## src/rtl/fetch_unit_pkg.sv

```systemverilog
// Shared types for the fetch/decode boundary: FD payload struct, NOP encoding
// and fetch FSM state encodings.
package fetch_unit_pkg;

  localparam int unsigned IMEM_ADDR_W_DEFAULT = 10;

  // addi x0, x0, 0
  localparam logic [31:0] kNOP = 32'h0000_0013;

  typedef struct packed {
    logic [31:0]                    instruction_fd;
    logic [IMEM_ADDR_W_DEFAULT-1:0] PC_r_fd;
  } fd_s;

  typedef logic [1:0] fetch_state_e;

  localparam fetch_state_e StReq  = 2'd0;
  localparam fetch_state_e StWait = 2'd1;
  localparam fetch_state_e StHold = 2'd2;

endpackage

```

## src/rtl/fetch_unit.sv

```systemverilog
// Instruction fetch: owns the PC, issues one word read at a time to instruction
// memory and presents the fetched word (or a NOP bubble) to the FD register.
module fetch_unit
  import fetch_unit_pkg::*;
#(
  parameter int unsigned            IMEM_ADDR_W = IMEM_ADDR_W_DEFAULT,
  parameter logic [IMEM_ADDR_W-1:0] RESET_PC    = '0
) (
  input  logic                   clk,
  input  logic                   reset,
  input  logic                   stall,
  input  logic                   bubble,
  input  logic                   flush,
  input  logic [IMEM_ADDR_W-1:0] redirect_pc,
  output logic                   imem_req_valid,
  output logic [IMEM_ADDR_W-1:0] imem_req_addr,
  input  logic                   imem_req_ready,
  input  logic                   imem_rsp_valid,
  input  logic [31:0]            imem_rsp_data,
  output fd_s                    fd_s_o,
  output logic                   fetch_valid
);

  fetch_state_e           state_q, state_d;
  logic [IMEM_ADDR_W-1:0] pc_q, pc_d;
  logic [31:0]            buf_q, buf_d;
  logic                   discard_q, discard_d;

  logic advance;
  logic req_fire;

  assign advance  = ~(stall | bubble);
  assign req_fire = imem_req_valid & imem_req_ready;

  always_comb begin
    state_d   = state_q;
    pc_d      = pc_q;
    buf_d     = buf_q;
    discard_d = discard_q;
    if (flush) begin
      pc_d = redirect_pc;
      unique case (state_q)
        StWait: begin
          if (imem_rsp_valid) begin
            state_d   = StReq;
            discard_d = 1'b0;
          end else begin
            state_d   = StWait;
            discard_d = 1'b1;
          end
        end
        StReq: begin
          // A request accepted in the flush cycle is already in flight; its data must be dropped.
          if (req_fire) begin
            state_d   = StWait;
            discard_d = 1'b1;
          end else begin
            state_d   = StReq;
          end
        end
        default: state_d = StReq;
      endcase
    end else begin
      unique case (state_q)
        StReq: begin
          if (req_fire) begin
            state_d = StWait;
          end
        end
        StWait: begin
          if (imem_rsp_valid) begin
            if (discard_q) begin
              discard_d = 1'b0;
              state_d   = StReq;
            end else begin
              buf_d   = imem_rsp_data;
              state_d = StHold;
            end
          end
        end
        StHold: begin
          if (advance) begin
            pc_d    = pc_q + IMEM_ADDR_W'(1);
            state_d = StReq;
          end
        end
        default: state_d = StReq;
      endcase
    end
  end

  always_ff @(posedge clk) begin
    if (reset) begin
      state_q   <= StReq;
      pc_q      <= RESET_PC;
      buf_q     <= kNOP;
      discard_q <= 1'b0;
    end else begin
      state_q   <= state_d;
      pc_q      <= pc_d;
      buf_q     <= buf_d;
      discard_q <= discard_d;
    end
  end

  // The buffer is valid exactly in HOLD, and it always belongs to the current PC.
  assign imem_req_valid        = (state_q == StReq) & ~reset;
  assign imem_req_addr         = pc_q;
  assign fetch_valid           = (state_q == StHold);
  assign fd_s_o.instruction_fd = fetch_valid ? buf_q : kNOP;
  assign fd_s_o.PC_r_fd        = pc_q;

endmodule

```

## config.mk

```make
export PLATFORM = sky130hd
export DESIGN_NAME = fetch_unit
export DESIGN_NICKNAME = d
export VERILOG_FILES = /design/src/rtl/fetch_unit_pkg.sv /design/src/rtl/fetch_unit.sv
export SDC_FILE = /design/constraint.sdc
export NUM_CORES = 1
export LEC_CHECK = 0
export CORE_UTILIZATION = 30
export CTS_BUF_LIST = sky130_fd_sc_hd__clkbuf_4 sky130_fd_sc_hd__clkbuf_8
export CTS_CLUSTER_SIZE = 12
export DETAILED_ROUTE_END_ITERATION = 12
export GPL_TIMING_DRIVEN = 0
export PLACE_DENSITY = 0.68
export SYNTH_ARGS = -nofsm -noshare
export SYNTH_HDL_FRONTEND = slang
export SYNTH_SLANG_ARGS = --single-unit
```

## constraint.sdc

```tcl
create_clock -name clk -period 2.15 [get_ports clk]
set_input_delay 0.43 -clock clk [delete_from_list [all_inputs] [get_ports clk]]
set_output_delay 0.43 -clock clk [all_outputs]
set_load 0.05 [all_outputs]
```

======== Yosys cells after proc, flatten, opt, wreduce, memory -nomap -nowiden ========
Index checks and enable logic that the tools add are counted.
word-level totals
  bits in registers ....................... 45
  input port bits ......................... 49
  output and inout port bits .............. 54
  logic and storage cells ................. 46
cells by class
  add/subtract/negate cells ............... 1
  equal/unequal tests ..................... 7
  muxes and demuxes ....................... 19
  bitwise logic cells ..................... 6
  reductions and logical operators ........ 9
operator list
  kind                     number
  $mux W32                 1
  $mux W10                 3
  $ne A3 B3 Y1 const B     4
  $add A10 B1 Y10 const B  1
  $mux W2                  5
  $reduce_and A4 Y1        2
  $reduce_bool A2 Y1       4
  $mux W1                  7
  $pmux W2 S3              1
  $pmux W2 S2              1
  $not A1 Y1               3
  $reduce_and A3 Y1        1
  $and A1 B1 Y1            2
  $eq A2 B1 Y1 const B     1
  $eq A2 B2 Y1 const B     1
  $logic_not A2 Y1         1
  $ne A2 B2 Y1 const B     1
  $pmux W1 S2              1
  $reduce_and A2 Y1        1
  $or A1 B1 Y1             1

======== Logic depth before layout (Yosys ltp) ========
  depth in word-level cells ............... 6
  gate-level depth with buffers ........... 5
  gate-level depth less buffers ........... 4

======== Worst setup path before layout ========
Ideal clock, no wire load.
  path type ............................... input -> output
  from .................................... input reset
  to ...................................... output imem_req_valid
  arrival ................................. 1.865 ns
  data required time ...................... 1.720 ns
  path slack .............................. -0.145 ns
  cell stages on the path ................. 3
  buffers on the path ..................... 2
  cell sequence ........................... clkbuf_1 clkbuf_1 nor3_1
between the ends
  word-level cells in the longest chain between the ends .. 2
ends and longest elaborated chain
  element             RTL line           text
  start: declaration  fetch_unit.sv:10   input logic reset,
  $not A1 Y1          fetch_unit.sv:107  assign imem_req_valid = (state_q == StReq) & ~reset;
  $and A1 B1 Y1       fetch_unit.sv:107
  end: declaration    fetch_unit.sv:15   output logic imem_req_valid,
No other way between the ends.

======== Worst setup path in the final report ========
  from .................................... register pc_q[2] (netlist: imem_req_addr[2])
  to ...................................... output fd_s_o[2] (netlist name)
RTL lines
  element                   RTL line           text
  start: declaration        fetch_unit.sv:25   logic [IMEM_ADDR_W-1:0] pc_q, pc_d;
  start signal: assignment  fetch_unit.sv:100  pc_q <= pc_d;
  end: declaration          fetch_unit.sv:20   output fd_s fd_s_o,
No word-level cell between the ends.

==> impl_metrics.csv <==
group,metric,value,unit
drt,vias,2390,
clock_tree,cts_buffers,5,
sta,fmaxAchievable,480,MHz
placed_design,place_congestion,0.799,
clock_tree,clock_sinks,45,
synthesis,async_reset_ff_frac,0,
sta,fin_crit_sh,0.969,
job,drv_cap,0,
synthesis,avgSynthCellArea,7.98,um^2
synthesis,yosys-top-cells-count,"45 x dfxtp_1, 33 x nand3_1, 31 x a21oi_1, 31 x o21ai_0, 29 x and2_1",
synthesis,ys_ff_latch,45,
sta,final-setup-viol-count,0,
synthesis,synth-main-ff-cell,"dfxtp_1",
synthesis,synth_area_leaders,"dfxtp_1 41%, and2_1 8.2%, nand3_1 7.4%, a21oi_1 7.0%, o21ai_0 7.0%",
power,peakVddDrop,0.283,mV
layout,area_delta_synth_final,50.6,%
power,leakage,0.00136,uW
grt,grt_overflow,0,
clock_tree,clkTransAtPathRegs,80,ps
floorplan,start_util,0.318,
synthesis,yosysUniqueCellTypes,38,
sta,fin_worst_skew,7.19,ps
setup_path,crit_arrival,1650,ps
clock_tree,ctsRootBufferMaster,"clkbuf_8",
synthesis,synth_fp_nets,328,
synthesis,synth_top_cell_area_share,0.406,
setup_path,worstSetupPathType,"reg2out",
sta,fin_hold_ws,456,ps
grt,grt_pass1_vias,2246,
status,run_status,"finished, final reports clean",
clock_tree,cts_max_path_buffers,2,
synthesis,yosysMostFrequentCell,"dfxtp_1",
layout,drive_above_1_share,0.157,
floorplan,die-area,7740,um^2
sta,setup_slack,65.7,ps
floorplan,die_x,88.0,um
setup_path,end_kind,"output port",
placed_design,post-place-ws,-568,ps
setup_path,critPathMaxFanout,8,
placed_design,post-dp-hpwl,5000,um
grt,grt_pass1_wl,11000,um
setup_path,critPathRequiredTime,1720,ps
setup_path,max_stage_delay,870,ps
setup_path,cpMaxStageDelayCell,"clkdlybuf4s50_1",
placed_design,dp.cells,475,
drt,antenna_left,0,
synthesis,yosysSeqAreaShare,0.406,
grt,grt_max_degree,13,
drt,wl_per_cell,14.0,um
sta,slew_headroom,0.590,
drt,routed_wl,6780,um
hold_path,hold_class,"reg2reg",
synthesis,synth-edff-count,0,
floorplan,die_y,88.0,um
grt,gr-usage-all-layers,0.182,
drt,first_pass_iters,4,
floorplan,pin_count,103,
clock_tree,htree_levels,2,
sta,hold_violations,0,
drt,drtIter0Drc,107,
drt,drcViolationCount,0,
floorplan,coreArea,6980,um^2
clock_tree,worstSkewPairLatency,280,ps
power,power.total,1830,uW
drt,avgViaCountPerCell,4.94,
sta,worst_pin_slew,613,ps
sta,slew_viol_final,0,
setup_path,worst_setup_path_start_kind,"flip-flop",
setup_path,crit_chain,"clkdlybuf4s50_1",
sta,post-route-min-period,2080,ps
synthesis,synthCells,278,
clock_tree,cts_tree,"done",
layout,fillers,745,
setup_path,cpLargestDelayFamily,"buffers and inverters",
synthesis,synth_area,2220,um^2
layout,antennaDiodeCount,0,
layout,stdcell_count,484,
placed_design,port_buffers,101,
synthesis,ys_warn_count,0,
layout,nNetsFinal,437,
sta,rsz0062_at_grt,"true",
power,powerDensity,548,nW/um^2
grt,grt_antenna_before_repair,0,
floorplan,row_count,30,
setup_path,path_buf_inv,1,
synthesis,synth_largest_area_cell,"dfxtp_1",
## logic make-up after synthesis
kind of cell | share of synthesized area
AOI/OAI and AO/OA | 0.223
buffers and inverters | 0.0863
DFF | 0.406
xor gates and xnor gates | 0.00395
and+or+nand+nor | 0.275
adders and majority gates | 0.00564
## metal layers
layer / share of wire / vias to the layer above / global-route usage
li1: - / 1202 / -
met1: 0.47 / 1115 / 0.237
met2: 0.45 / 65 / 0.289
met3: 0.057 / 8 / 0.0462
met4: 0.021 / 0 / 0.0671
met5: 0 / - / 0
## area by class of cell
class,count,area (um^2),area share
repair buffers,102,885,0.265
inverters,6,22.5,0.00674
multi-input cells,193,1140,0.343
clock buffers,8,91.3,0.0273
well taps,96,120,0.0360
flip-flops and latches,45,902,0.270
plain buffers,34,175,0.0524
## power by group
| group | internal [uW] | switching (uW) |
|---|---|---|
| Combinational | 174 | 226 |
| Sequential | 864 | 36.6 |
| Clock | 269 | 261 |
## registers in the layout, indices dropped and copies added, names as in the netlist
name           flops
discard_q          1
imem_req_addr     10
state_q            2
buf_q             32
## placed cells by master (no fill, tap or decap), types with 2 or more instances in the layout
master	instances
a211oi_1	3
and2_1	29
nand2b_1	4
o31ai_1	2
clkdlybuf4s50_1	58
nor2_1	9
inv_1	6
clkbuf_8	5
nand2_1	5
dfxtp_1	44
nand4_1	3
clkdlybuf4s15_1	3
o311a_1	2
o21ai_0	31
nor3_1	4
clkbuf_4	3
buf_2	29
dlymetal6s2s_1	6
clkbuf_1	18
a311oi_1	5
or4_1	4
buf_4	12
and3_1	3
clkbuf_2	5
nand3_1	33
nand3b_1	2
dlygate4sd2_1	4
a21oi_1	31
or3_1	2
a211o_1	3
## through the flow
stage / utilization / cell area (um^2) / setup TNS, ps
CTS: 0.474 / 3310 / 0
detailed placement: 0.481 / 3360 / -18090
global placement: 0.481 / 3360 / -17830
global route: 0.478 / 3340 / -18.6
finish: 0.478 / 3340 / 0
floorplan: - / 2220 / 0
## timing repair
item,4_1_cts,5_1_grt
hold buffers,0,0
setup buffers,0,1
cloned,0,0
resized for setup,161,11
endpoints found under the setup margin,37,37
## final timing paths
check,startpoint,slack (ps),depth (start not counted),to
setup / recovery,imem_req_addr[2],70,1,fd_s_o[2]
hold reg to reg,buf_q[1],460,1,buf_q[1]
hold / removal,buf_q[1],460,1,buf_q[1]
setup reg to reg,state_q[0],250,4,imem_req_addr[4]
No activity file was read; power rests on OpenSTA's default activity.
